## config.mk

```make
export PLATFORM = sky130hd
export DESIGN_NAME = ser_align_ctrl
export DESIGN_NICKNAME = d
export VERILOG_FILES = /design/src/rtl/ser_align_ctrl.sv
export SDC_FILE = /design/constraint.sdc
export NUM_CORES = 1
export LEC_CHECK = 0
export CAP_MARGIN = 30
export CORE_ASPECT_RATIO = 1.4
export CORE_MARGIN = 5
export CORE_UTILIZATION = 35
export DETAILED_ROUTE_END_ITERATION = 10
export GPL_TIMING_DRIVEN = 0
export PLACE_DENSITY = 0.56
export SETUP_SLACK_MARGIN = 0.05
export SYNTH_ARGS = -nofsm -noshare
export SYNTH_HDL_FRONTEND = slang
export SYNTH_SLANG_ARGS = --single-unit
```

## constraint.sdc

```tcl
create_clock -name clk_32f -period 1.65 [get_ports clk_32f]
set_clock_uncertainty 0.15 [all_clocks]
set_input_delay 0.165 -clock clk_32f [delete_from_list [all_inputs] [get_ports clk_32f]]
set_output_delay 0.165 -clock clk_32f [all_outputs]
set_load 0.005 [all_outputs]
```

## src/rtl/ser_align_ctrl.sv

```systemverilog
// ---------------------------------------------------------------------------
// ser_align_ctrl
//
// Receive-side byte alignment controller for the serial link.
// The controller works on the bit clock. It hunts the serial stream for the
// comma symbol and then qualifies the alignment over several consecutive
// aligned commas. Once locked, it delivers each aligned non-comma byte to the
// downstream consumer. Lock is dropped after too many consecutive non-comma
// bytes, or when the link layer asks for a re-hunt.
//
// Parameters:
//   COMMA     alignment/idle symbol (nonzero, MSB set)
//   LOCK_CNT  aligned commas needed to declare lock (1..15)
//   LOSS_GAP  consecutive non-comma bytes in lock that drop it (1..255)
//
// Ports:
//   clk_32f    in   bit clock, all logic on its rising edge
//   reset      in   synchronous, active-low reset
//   data_in    in   serial data, MSB first, one bit per edge
//   realign    in   synchronous forced re-hunt request
//   data_out   out  [7:0] last aligned non-comma byte, held between updates
//   valid_out  out  one-cycle strobe when data_out presents a new byte
//   active     out  high while locked
//   sync_err   out  one-cycle pulse when lock is lost through the gap limit
// ---------------------------------------------------------------------------
module ser_align_ctrl #(
  parameter logic [7:0]  COMMA    = 8'hBC,
  parameter int unsigned LOCK_CNT = 4,
  parameter int unsigned LOSS_GAP = 64
) (
  input  logic       clk_32f,
  input  logic       reset,
  input  logic       data_in,
  input  logic       realign,
  output logic [7:0] data_out,
  output logic       valid_out,
  output logic       active,
  output logic       sync_err
);

  typedef enum logic [1:0] {
    ST_HUNT   = 2'd0,
    ST_VERIFY = 2'd1,
    ST_LOCKED = 2'd2
  } state_t;

  // Terminal counter values, pre-sized to the counter widths.
  localparam logic [3:0] LOCK_LAST = 4'(LOCK_CNT - 32'd1);
  localparam logic [7:0] GAP_LAST  = 8'(LOSS_GAP - 32'd1);
  localparam logic       LOCK_ONE  = (LOCK_CNT == 32'd1);

  state_t      state_r,     state_s;
  logic [7:0]  sr_r;
  logic [2:0]  bit_cnt_r,   bit_cnt_s;
  logic [3:0]  comma_cnt_r, comma_cnt_s;
  logic [7:0]  gap_r,       gap_s;
  logic [7:0]  data_out_r,  data_out_s;
  logic        valid_out_r, valid_out_s;
  logic        active_r,    active_s;
  logic        sync_err_r,  sync_err_s;
  logic        is_comma_s;
  logic        boundary_s;

  // Next-state and next-output logic for the alignment FSM.
  always_comb begin
    is_comma_s  = (sr_r == COMMA);
    // Outside HUNT, bit_cnt == 0 marks the cycle in which sr holds a whole byte.
    boundary_s  = (bit_cnt_r == 3'd0);
    state_s     = state_r;
    bit_cnt_s   = bit_cnt_r + 3'd1;
    comma_cnt_s = comma_cnt_r;
    gap_s       = gap_r;
    data_out_s  = data_out_r;
    valid_out_s = 1'b0;
    active_s    = active_r;
    sync_err_s  = 1'b0;

    if (realign) begin
      // A re-hunt request overrides any boundary decision in this cycle.
      state_s     = ST_HUNT;
      comma_cnt_s = 4'd0;
      gap_s       = 8'd0;
      active_s    = 1'b0;
    end else begin
      case (state_r)
        ST_HUNT: begin
          if (is_comma_s) begin
            // The match cycle counts as bit 0, so the next boundary is 8 cycles later.
            bit_cnt_s   = 3'd1;
            comma_cnt_s = 4'd1;
            if (LOCK_ONE) begin
              state_s  = ST_LOCKED;
              active_s = 1'b1;
              gap_s    = 8'd0;
            end else begin
              state_s = ST_VERIFY;
            end
          end else begin
            state_s = ST_HUNT;
          end
        end

        ST_VERIFY: begin
          if (boundary_s) begin
            if (is_comma_s && (comma_cnt_r == LOCK_LAST)) begin
              state_s  = ST_LOCKED;
              active_s = 1'b1;
              gap_s    = 8'd0;
            end else if (is_comma_s) begin
              comma_cnt_s = comma_cnt_r + 4'd1;
            end else begin
              state_s     = ST_HUNT;
              comma_cnt_s = 4'd0;
            end
          end else begin
            state_s = ST_VERIFY;
          end
        end

        ST_LOCKED: begin
          if (boundary_s) begin
            if (is_comma_s) begin
              gap_s = 8'd0;
            end else if (gap_r == GAP_LAST) begin
              // The byte that exhausts the gap budget is dropped, not delivered.
              state_s    = ST_HUNT;
              active_s   = 1'b0;
              sync_err_s = 1'b1;
            end else begin
              data_out_s  = sr_r;
              valid_out_s = 1'b1;
              gap_s       = gap_r + 8'd1;
            end
          end else begin
            state_s = ST_LOCKED;
          end
        end

        default: begin
          state_s     = ST_HUNT;
          comma_cnt_s = 4'd0;
          gap_s       = 8'd0;
          active_s    = 1'b0;
        end
      endcase
    end
  end

  // State, shift register, counters and registered outputs.
  always_ff @(posedge clk_32f) begin
    if (!reset) begin
      state_r     <= ST_HUNT;
      sr_r        <= 8'h00;
      bit_cnt_r   <= 3'd0;
      comma_cnt_r <= 4'd0;
      gap_r       <= 8'd0;
      data_out_r  <= 8'h00;
      valid_out_r <= 1'b0;
      active_r    <= 1'b0;
      sync_err_r  <= 1'b0;
    end else begin
      state_r     <= state_s;
      sr_r        <= {sr_r[6:0], data_in};
      bit_cnt_r   <= bit_cnt_s;
      comma_cnt_r <= comma_cnt_s;
      gap_r       <= gap_s;
      data_out_r  <= data_out_s;
      valid_out_r <= valid_out_s;
      active_r    <= active_s;
      sync_err_r  <= sync_err_s;
    end
  end

  assign data_out  = data_out_r;
  assign valid_out = valid_out_r;
  assign active    = active_r;
  assign sync_err  = sync_err_r;

endmodule

```

==> metrics <==
vias 1,604; largest net degree at the start of global routing 12; status complete, but fails checks; worst skew pair latency approximately 0.29 ns; Clock transition at path regs 0.07 ns; Total Wirelength between 4000 and 5000 um; cell area power density 729 mW/mm^2; Avg Cell Area, Syn about 9 um^2; crit path max fanout 5; antenna violations before repair 0; Die Y about 95 um; vias in the first global route between 1,500 and 2,000; Total Neg Setup Slack -0.252 ns; RePlAce Congestion between 0.8 and 0.9; Iter 0 DRT Violations 55; worst path cell trace and4b_4 -> nand2_4 -> or4_4 -> and3_4; share of cells above drive strength 1 roughly two fifths; maximum root-to-sink buffer count 2; Post-synth EDFFs 0; Crit. End Element register; Yosys top cell area share a little over 40%; Distinct cells, synth 59; cell taking the most area after synthesis dfxtp_1; port bufs 14; R2R setup slack -0.07 ns; DRC errors left 0; combinational power share 7.1%; crit-path max cell delay 0.49 ns; CP Launch Type register; global-route wire length before repair about 7600 um; post-layout util between 50% and 60%; Post-synth top cells 36 x dfxtp_1, 19 x nand2_1, 18 x nand3_1; WP buf/inv 0; crit path time final between 1.5 and 2 ns; die area 0.00666 mm^2; WP data arrival around 1.8 ns; Top delay family on crit path simple AND/OR/NAND/NOR gates; row cnt 30; count of max-cap constraint violations 0; WL/cell ~15 um; Least-Margin Pin Slew ~0.37 ns; failing checks negative setup slack; Final WS setup -0.0658 ns; io pins 15; Area Overhead vs Synth 43.7%; Detailed Routing Iterations Pass 1 4; root buffer cell clkbuf_8; mapped cell area roughly 0.0018 mm^2; Syn Nets 204; GR Util All Layers 14.2%; vias per std cell ~5.3; Routed Antenna Nets 0; Leak between 0.9 and 1 nW; Final Setup Violations 11; clock power share 45.8%; CORE AREA 0.00492 mm^2; sw frac 21.6%; Worst path slowest cell or4_4; CTS Buf Count 5; Async SR Flop Fraction 0%; final net count 245; Yosys reg bits 36; Most used DFF post-synth dfxtp_1; Final Cycle Share 104%; Fmax 583 MHz; remaining global-route overflow 0; CTS tree done; YS warnings 0; Slew HR approximately 75%; most frequent cell after synthesis dfxtp_1; initial core utilization a little over a third; Int Power 1.47 mW; CTS Hold Buffers Added 0; Synth area leaders dfxtp_1 40%, nand3_1 5.0%, nand2_1 4.0%; peak supply drop 0.000444 V; post-place setup slack -0.403 ns; sequential area share after synthesis about two fifths; Final Slew Violations 0; Setup CP Type reg -> reg; RSZ-0062 raised after global routing yes; hold slack about 0.30 ns; worst hold path class reg -> reg; final hold viol count 0; htree depth 2; data required time of the worst path between 1.5 and 2 ns; number of diodes 0; detailed placement HPWL approximately 2900 um; cell count after synthesis ~200; Die Width around 70 um; Net Switching 0.405 mW; TritonCTS Sinks 36; power share of the sequential group 47.1%
-- stage by stage --
stage                     power, mW  cell area (um^2)  cells
final                          1.87              2570    302
after global routing           1.96              2570    302
after CTS                      1.90              2420    299
after detailed placement       1.01              2050    274
after global placement         1.01              2050    274
after floorplan               0.972              1830    196
-- cell families after synthesis --
family	Yosys count	share of synthesized area [%]
simple gates	92	32.1
xor+xnor	1	0.490
buf+inv	17	4.62
fa+ha+maj	4	2.80
flops	36	40.3
compound gates	44	18.6
mux	2	1.12
-- cell usage in the layout, fill, tap and decap left out, types with 5 or more instances in the layout --
cell type	instances
dfxtp_2	9
clkbuf_8	7
buf_4	18
nand2_1	18
nand3_1	13
dfxtp_1	25
clkdlybuf4s50_1	13
o21ai_1	7
o21ai_2	5
inv_1	6
and3_4	5
and2_1	10
-- area by class of cell --
class / count / area (um^2)
Sequential cell: 36 / 739
Clock inverter: 1 / 30.0
Buffer: 9 / 77.6
Inverter: 8 / 30.0
Tap cell: 64 / 80.1
Clock buffer: 7 / 96.3
Timing Repair Buffer: 34 / 318
Fill cell: 440 / 2350
Multi-Input combinational cell: 143 / 1200
-- worst min-delay path, cell delays in order, from the launching register on --
cell and delay, ns:
dfxtp_1 0.31, nand2_1 0.05, o21ai_1 0.05
-- worst paths after layout --
check,startpoint,endpoint,cells after the start
setup reg to reg,sr_r[6]$_SDFF_PN0_,state_r[1]$_SDFFE_PP0P_,4
hold / removal,data_out[4]$_SDFFE_PN0P_,data_out[4]$_SDFFE_PN0P_,2
hold reg to reg,data_out[4]$_SDFFE_PN0P_,data_out[4]$_SDFFE_PN0P_,2
setup / recovery,sr_r[6]$_SDFF_PN0_,state_r[1]$_SDFFE_PP0P_,4
-- state kept, by name (all words and copies together) (netlist names) --
register / count
data_out: 8
gap_r: 8
sr_r: 8
comma_cnt_r: 4
bit_cnt_r: 3
state_r: 2
active: 1
sync_err: 1
valid_out: 1
-- power groups by stage --
| stage | Clock (mW) | Combinational (mW) | Sequential [mW] |
|---|---|---|---|
| 2_1_floorplan | 0 | 0.0692 | 0.903 |
| 3_3_place_gp | 0 | 0.102 | 0.906 |
| 3_5_place_dp | 0 | 0.103 | 0.906 |
| 4_1_cts | 0.894 | 0.123 | 0.886 |
| 5_1_grt | 0.933 | 0.145 | 0.885 |
| 6_report | 0.858 | 0.133 | 0.883 |
-- routing by layer --
| layer | GRT usage [%] | wire length (um) | share of wire (%) | up-vias |
|---|---|---|---|---|
| met1 | 15.8 | 1980 | 44 | 764 |
| met4 | 6.07 | 74 | 1.6 | 0 |
| met5 | 0 | 0 | 0 | - |
| met2 | 25.8 | 2340 | 52 | 28 |
| met3 | 3.09 | 109 | 2.4 | 7 |
| li1 | - | - | - | 805 |
-- timing repair --
action / in CTS / in global routing
setup buffers: 17 / 2
cloned: 0 / 1
setup endpoints to repair: 23 / 27
resized for setup: 31 / 32
pin swaps: 13 / 12
Note: power is estimated with default switching activity, not from simulation.
